==> src/rtl/bus_cu.sv <==
// Shared-bus control unit: moves one operand per micro-instruction over cu_data into a register or the accumulator.
// Latency: accept at edge k, bus at k+1, result/done at k+2, next accept at k+3.
// Backpressure: instr_ready is high only in IDLE with en set; instr_* is sampled on the accept edge only.
module bus_cu #(
    parameter int WIDTH = 16,
    parameter int NREGS = 4,
    localparam int AW = $clog2(NREGS)
) (
    input  logic             clk,
    input  logic             reset,
    input  logic             en,
    input  logic             instr_valid,
    output logic             instr_ready,
    input  logic [2:0]       instr_op,
    input  logic [AW-1:0]    instr_dst,
    input  logic [AW-1:0]    instr_src,
    input  logic [WIDTH-1:0] instr_imm,
    output logic [WIDTH-1:0] cu_data,
    output logic [WIDTH-1:0] ac_data,
    output logic             carry,
    output logic             zero,
    output logic             done,
    input  logic [AW-1:0]    rd_idx,
    output logic [WIDTH-1:0] rd_data
);
    typedef enum logic [1:0] {IDLE, XFER, EXEC} state_t;

    localparam logic [2:0] OP_NOP = 3'b000;
    localparam logic [2:0] OP_LDI = 3'b001;
    localparam logic [2:0] OP_MOV = 3'b010;
    localparam logic [2:0] OP_LDA = 3'b011;
    localparam logic [2:0] OP_STA = 3'b100;
    localparam logic [2:0] OP_ADD = 3'b101;
    localparam logic [2:0] OP_SUB = 3'b110;
    localparam logic [2:0] OP_CLR = 3'b111;

    state_t           state;
    logic [2:0]       op_q;
    logic [AW-1:0]    dst_q;
    logic [AW-1:0]    src_q;
    logic [WIDTH-1:0] imm_q;
    logic [WIDTH-1:0] regs [NREGS];
    logic [WIDTH-1:0] operand;
    logic [WIDTH:0]   sum;
    logic [WIDTH:0]   diff;

    assign instr_ready = en && (state == IDLE);
    assign rd_data     = regs[rd_idx];

    // The extra top bit of diff is the unsigned borrow (ac < bus).
    assign sum  = {1'b0, ac_data} + {1'b0, cu_data};
    assign diff = {1'b0, ac_data} - {1'b0, cu_data};

    always_comb begin
        operand = '0;
        case (op_q)
            OP_LDI:                         operand = imm_q;
            OP_STA:                         operand = ac_data;
            OP_MOV, OP_LDA, OP_ADD, OP_SUB: operand = regs[src_q];
            default:                        operand = '0;
        endcase
    end

    always_ff @(posedge clk or negedge reset) begin
        if (!reset) begin
            state   <= IDLE;
            op_q    <= OP_NOP;
            dst_q   <= '0;
            src_q   <= '0;
            imm_q   <= '0;
            cu_data <= '0;
            ac_data <= '0;
            carry   <= 1'b0;
            zero    <= 1'b0;
            done    <= 1'b0;
            for (int i = 0; i < NREGS; i++) regs[i] <= '0;
        end else begin
            done <= 1'b0;
            case (state)
                IDLE: begin
                    if (instr_valid && instr_ready) begin
                        op_q  <= instr_op;
                        dst_q <= instr_dst;
                        src_q <= instr_src;
                        imm_q <= instr_imm;
                        state <= XFER;
                    end
                end
                XFER: begin
                    cu_data <= operand;
                    state   <= EXEC;
                end
                EXEC: begin
                    case (op_q)
                        OP_LDI, OP_MOV, OP_STA: regs[dst_q] <= cu_data;
                        OP_LDA: begin
                            ac_data <= cu_data;
                            zero    <= (cu_data == '0);
                        end
                        OP_ADD: begin
                            ac_data <= sum[WIDTH-1:0];
                            carry   <= sum[WIDTH];
                            zero    <= (sum[WIDTH-1:0] == '0);
                        end
                        OP_SUB: begin
                            ac_data <= diff[WIDTH-1:0];
                            carry   <= diff[WIDTH];
                            zero    <= (diff[WIDTH-1:0] == '0);
                        end
                        OP_CLR: begin
                            ac_data <= '0;
                            carry   <= 1'b0;
                            zero    <= 1'b1;
                        end
                        default: ;
                    endcase
                    done  <= 1'b1;
                    state <= IDLE;
                end
                default: state <= IDLE;
            endcase
        end
    end
endmodule

==> config.mk <==
export PLATFORM = sky130hd
export DESIGN_NAME = bus_cu
export DESIGN_NICKNAME = d
export VERILOG_FILES = /design/src/rtl/bus_cu.sv
export SDC_FILE = /design/constraint.sdc
export NUM_CORES = 1
export LEC_CHECK = 0
export CAP_MARGIN = 30
export CORE_UTILIZATION = 52
export CTS_CLUSTER_DIAMETER = 80
export DETAILED_ROUTE_END_ITERATION = 8
export MAX_ROUTING_LAYER = met4
export PLACE_DENSITY = 0.77
export REMOVE_ABC_BUFFERS = 1
export SLEW_MARGIN = 20
export SYNTH_ARGS = -nofsm -noshare
export SYNTH_HDL_FRONTEND = slang
export SYNTH_SLANG_ARGS = --single-unit
==> constraint.sdc <==
create_clock -name clk -period 3 [get_ports clk]
set_clock_uncertainty 0.15 [all_clocks]
set_input_delay 0.6 -clock clk [delete_from_list [all_inputs] [get_ports clk]]
set_output_delay 0.6 -clock clk [all_outputs]
set_load 0.01 [all_outputs]
---- Word level (Yosys, flattened, before mapping) ----
Index checks and enable logic that the tools add are counted.
operators by class
  muxes and demuxes ....................... 16
  add/subtract/negate cells ............... 2
  eq/ne operators ......................... 10
  bitwise logic cells ..................... 3
  reduce and logical (&&, ||, !) cells .... 15
  order comparisons ....................... 4
operator list
  cell                number
  $mux 16             5
  $bmux 16 s2         2
  $bwmux 64           1
  $pmux 16 s4         1
  $logic_not 16->1    3
  $pmux 16 s3         1
  $demux 16 s2        1
  $add 16x16->17      1
  $sub 16x16->17      1
  $eq 3x3->1 const B  4
  $ge 3x3->1 const B  3
  $not 2->3           3
  $reduce_and 2->1    4
  $eq 3x2->1 const B  2
  $pmux 1 s4          1
  $pmux 2 s2          1
  $reduce_bool 4->1   1
  $reduce_or 4->1     1
  $eq 3x1->1 const B  1
  $logic_and 1x1->1   3
  $lt 3x1->1 const B  1
  $pmux 1 s3          1
  $reduce_bool 3->1   1
  $reduce_or 3->1     1
  other kinds (6)     6
word-level totals
  word-level logic and storage cells ...... 64
  register bits after elaboration ......... 124

---- Logic depth before layout (Yosys ltp) ----
  word-level depth ........................ 6
  gate-level depth with buffers ........... 12
  depth with buffers taken out ............ 12

---- Least setup slack after synthesis ----
No wires, ideal clock.
  path type ............................... flip-flop to flip-flop
  from .................................... reg cu_data[0]
  to ...................................... reg ac_data[14]
  path buffers ............................ 0
  setup slack ............................. 172 ps
  arrival ................................. 2597 ps
  cell stages (with the launch flop) ...... 11
  setup time .............................. 82 ps
  required time ........................... 2768 ps
  period minus slack after synthesis ...... 2828 ps
  cells stage by stage .................... dfrtp_1 ha_1 fa_1 nor2b_1 o2111ai_1 nand3_1 a311o_1 or4_4 nand3_2 nand2_1 a31oi_1
on the way
  longest elaborated chain between the ends .. 2
  elaborated cells on any way between the ends .. 3
  classes of those cells .................. add/sub: 2; mux: 1
RTL lines
  item                                                     line    source
  start, declared                                          18      output logic [WIDTH-1:0] cu_data,
  start signal, assigned                                   90      cu_data <= operand;
  $sub 16x16->17 / $add 16x16->17 (equally long branches)  52, 51
  $pmux 16 s4 (*)                                          94      case (op_q)
  end signal, assigned                                     97      ac_data <= cu_data;
  end signal, assigned                                     101     ac_data <= sum[WIDTH-1:0];
  end signal, assigned                                     106     ac_data <= diff[WIDTH-1:0];
  end, declared                                            19      output logic [WIDTH-1:0] ac_data,
Mark *: on every way between the ends. The rest lies on a longest branch, timed or not.
A chain may end at the register's enable or synchronous reset.

---- Worst setup path in the final report ----
  from .................................... reg cu_data[2]
  to ...................................... reg ac_data[15]
The elaborated chain is that of the path after synthesis.

==> results.ini <==
[layout]
drive_above_1_share_pct = 28.3
fin_util_pct = 67.8
nets = 976
num-fill-cells = 1166
diodes = 0
final_common_cell = dfrtp_1
most-common-layout-cells = dfrtp_1 (123), buf_4 (82), clkdlybuf4s50_1 (78), nor2_1 (77), mux2_2 (67)
synthToLayoutAreaGrowth_pct = 27.9

[setup_path]
crit_type = register to register
crit_slowest_cell = ha_1
arrival_ns = 3.12
path_cells = inv_1 -> ha_1 -> nor2b_1 -> a211oi_2 -> o211ai_1 -> nand4_1 -> a311o_1 -> xnor2_1 -> a21oi_1 -> o21ai_1
crit_path_end_kind = register
cp_slowest_stage_delay_ns = 0.57
start_kind = register
crit_fanout = 10
cp.required_ns = 3.21
reg2reg_depth = 10

[floorplanning]
die_area_um2 = 15900
rows = 45
ios = 81
fp.dieW_um = 126
die_h_um = 126
start_util_pct = 53.0
coreArea_um2 = 15100

[routing]
ant_nets = 0
viasPerCell = 6.33
firstDrtPassIters = 5
drc = 0
drtIter0Drc = 680
dr_total_vias = 7057
routed_wl_um = 25700
avgRoutedWirePerCell_um = 23.1

[synthesis]
ys_seq_elements = 124
syn_avg_cell_area_um2 = 10.3
synth.area.top_cells = dfrtp_1 (39%), mux2_2 (9.4%), mux4_2 (9.0%)
ys_warn_count = 0
synth_ff_type = dfrtp_1
async_flop_share_pct = 100
syn_inst = 781
synth_top_area_cell = dfrtp_1
ys_seq_area_share_pct = 38.6
synth-edff-count = 0
synth_cell_types = 70
synth_top_area_share_pct = 38.6
netlist_area_um2 = 8030

[cts]
cts_tree = yes
clkLatencyLatePin_ns = 0.43
cts_root_buf = clkbuf_16
clock_path_buffers = 2
clk_pin_slew_worst_paths_ns = 0.06
numCtsBuffers = 17
htreeDepth = 4
cts_sinks = 124

[global_route]
grt-ovfl-total = 0
antenna_found_initial = 0
grt_usage_pct = 34.6
grt_start_max_net_pins = 79
grt_first_pass_wirelength_um = 39600
grt_pass1_vias = 6906

[power]
power.internal_w = 0.00695
pwr-share-clk_pct = 16.8
power_density_nw_per_um2 = 1200
p_seq_share_pct = 22.9
power_frac_comb_pct = 60.2
max-vdd-ir-drop_mv = 0.708
p_switching_w = 0.00532
swShare_pct = 43.4
p_leak_nw = 4.46

[timing]
post-route-period-util_pct = 97.1
holdWs_ns = 0.362
tightest_slew_ns = 0.938
min_period_ns = 2.91
fmax_mhz = 343
slew_viol_final = 0
setup_viol = 0
hold_viol_final = 0
relSlewSlack_pct = 37.4

[placement]
globalplace.congestion = 1.06
hpwl_um = 18100
io_buffers = 80

[run]
max_cap_viol_count = 0

[worst_hold_path]
holdPathStages = 1
min_path_type = register to register

[outcome]
status = completed

-- cells by family (layout without fill, tap and decap cells) --
group / Yosys count / count (layout) / share of synthesized area, %
AND/OR/NAND/NOR: 197 / 197 / 12.0
AO/OA/AOI/OAI: 196 / 196 / 15.8
flip-flops: 124 / 124 / 38.6
multiplexers: 119 / 119 / 20.9
buffers and inverters: 86 / 231 / 4.44
adder cells (fa/ha/maj): 34 / 34 / 5.48
XOR/XNOR: 25 / 25 / 2.73
-- final timing paths --
| path | from | slack, ns | endpoint |
|---|---|---|---|
| worst max-delay path | cu_data[2]$_DFFE_PN0N_ | 0.09 | ac_data[15]$_DFFE_PN0P_ |
| worst min-delay path | regs[8]$_DFFE_PN0P_ | 0.36 | regs[8]$_DFFE_PN0P_ |
| worst max register to register | cu_data[2]$_DFFE_PN0N_ | 0.09 | ac_data[15]$_DFFE_PN0P_ |
| worst min register to register | regs[8]$_DFFE_PN0P_ | 0.36 | regs[8]$_DFFE_PN0P_ |
| max in group asynchronous | reset | 1.53 | ac_data[0]$_DFFE_PN0P_ |
| min in group asynchronous | reset | 0.44 | cu_data[13]$_DFFE_PN0N_ |
-- stage by stage --
step	std cells	TNS, ns	power [W]	instance area, µm²	setup WS (ns)
floorplan	727	0	0.00697	7800	0.103
global placement	1074	-1.44	0.00960	9470	-0.0995
detailed placement	1075	-1.54	0.00961	9480	-0.111
CTS	1110	0	0.0118	10100	0.000135
global route	1114	-0.0754	0.0130	10300	-0.0199
finish	1114	0	0.0123	10300	0.0856
-- worst max-delay path: cells and delay by family (launching register included) --
kind            cells  cell delay (ns)
compound gates      5             0.97
xor+xnor            1             0.24
fa+ha+maj           1             0.57
buf+inv             1             0.08
flops               1             0.35
simple gates        2             0.48
-- sequential cells by signal, indices dropped and copies added (netlist names) --
signal,flops
cu_data,16
regs,64
ac_data,16
done,1
state,2
imm_q,16
zero,1
dst_q,2
op_q,3
carry,1
src_q,2
-- synthesized netlist by cell type, drive strengths merged (3+ instances only) --
| library cell | count |
|---|---|
| a211oi | 22 |
| a21boi | 3 |
| a21o | 6 |
| a21oi | 62 |
| a221oi | 7 |
| a22oi | 4 |
| a31oi | 6 |
| and2 | 6 |
| and3 | 3 |
| buf | 24 |
| clkbuf | 30 |
| dfrtp | 124 |
| ha | 32 |
| inv | 32 |
| mux2 | 70 |
| mux2i | 17 |
| mux4 | 32 |
| nand2 | 44 |
| nand2b | 10 |
| nand3 | 8 |
| nand4 | 3 |
| nor2 | 79 |
| nor2b | 11 |
| nor3 | 7 |
| nor3b | 3 |
| nor4 | 11 |
| o2111ai | 3 |
| o211ai | 6 |
| o21a | 3 |
| o21ai | 41 |
| o22ai | 8 |
| o311ai | 3 |
| o31ai | 4 |
| or2 | 5 |
| xnor2 | 19 |
| xor2 | 6 |
-- timing repair --
action	4_1_cts	5_1_grt
buffers inserted	1	4
hold buffers	1	0
gates cloned	1	0
endpoints found under the hold margin	17	0
resized for setup	4	30
setup endpoints to repair	17	15
pin swaps	2	10
-- power by group through the flow --
stage,logic [W],registers (W),clock network [W]
2_1_floorplan,0.00406,0.00291,0
3_3_place_gp,0.00682,0.00278,0
3_5_place_dp,0.00680,0.00281,0
4_1_cts,0.00690,0.00279,0.00208
5_1_grt,0.00791,0.00289,0.00216
6_report,0.00739,0.00282,0.00207
-- metal layers --
layer	part of all wire [%]	global-route usage, %	wire length (µm)
met5	0	-	0
met1	43	45.4	11100
met2	46	52.9	11900
met4	3.5	13.5	893
met3	6.9	7.21	1780
-- cell type report --
type	instances	area (µm²)	area share, %
well taps	188	235	2.29
clock buffers	18	439	4.28
inverters	32	120	1.17
clock inverters	14	145	1.41
multi-input cells	571	4700	45.8
repair buffers	167	1520	14.8
flip-flops and latches	124	3100	30.2
Power figures use the tool's default switching activity.
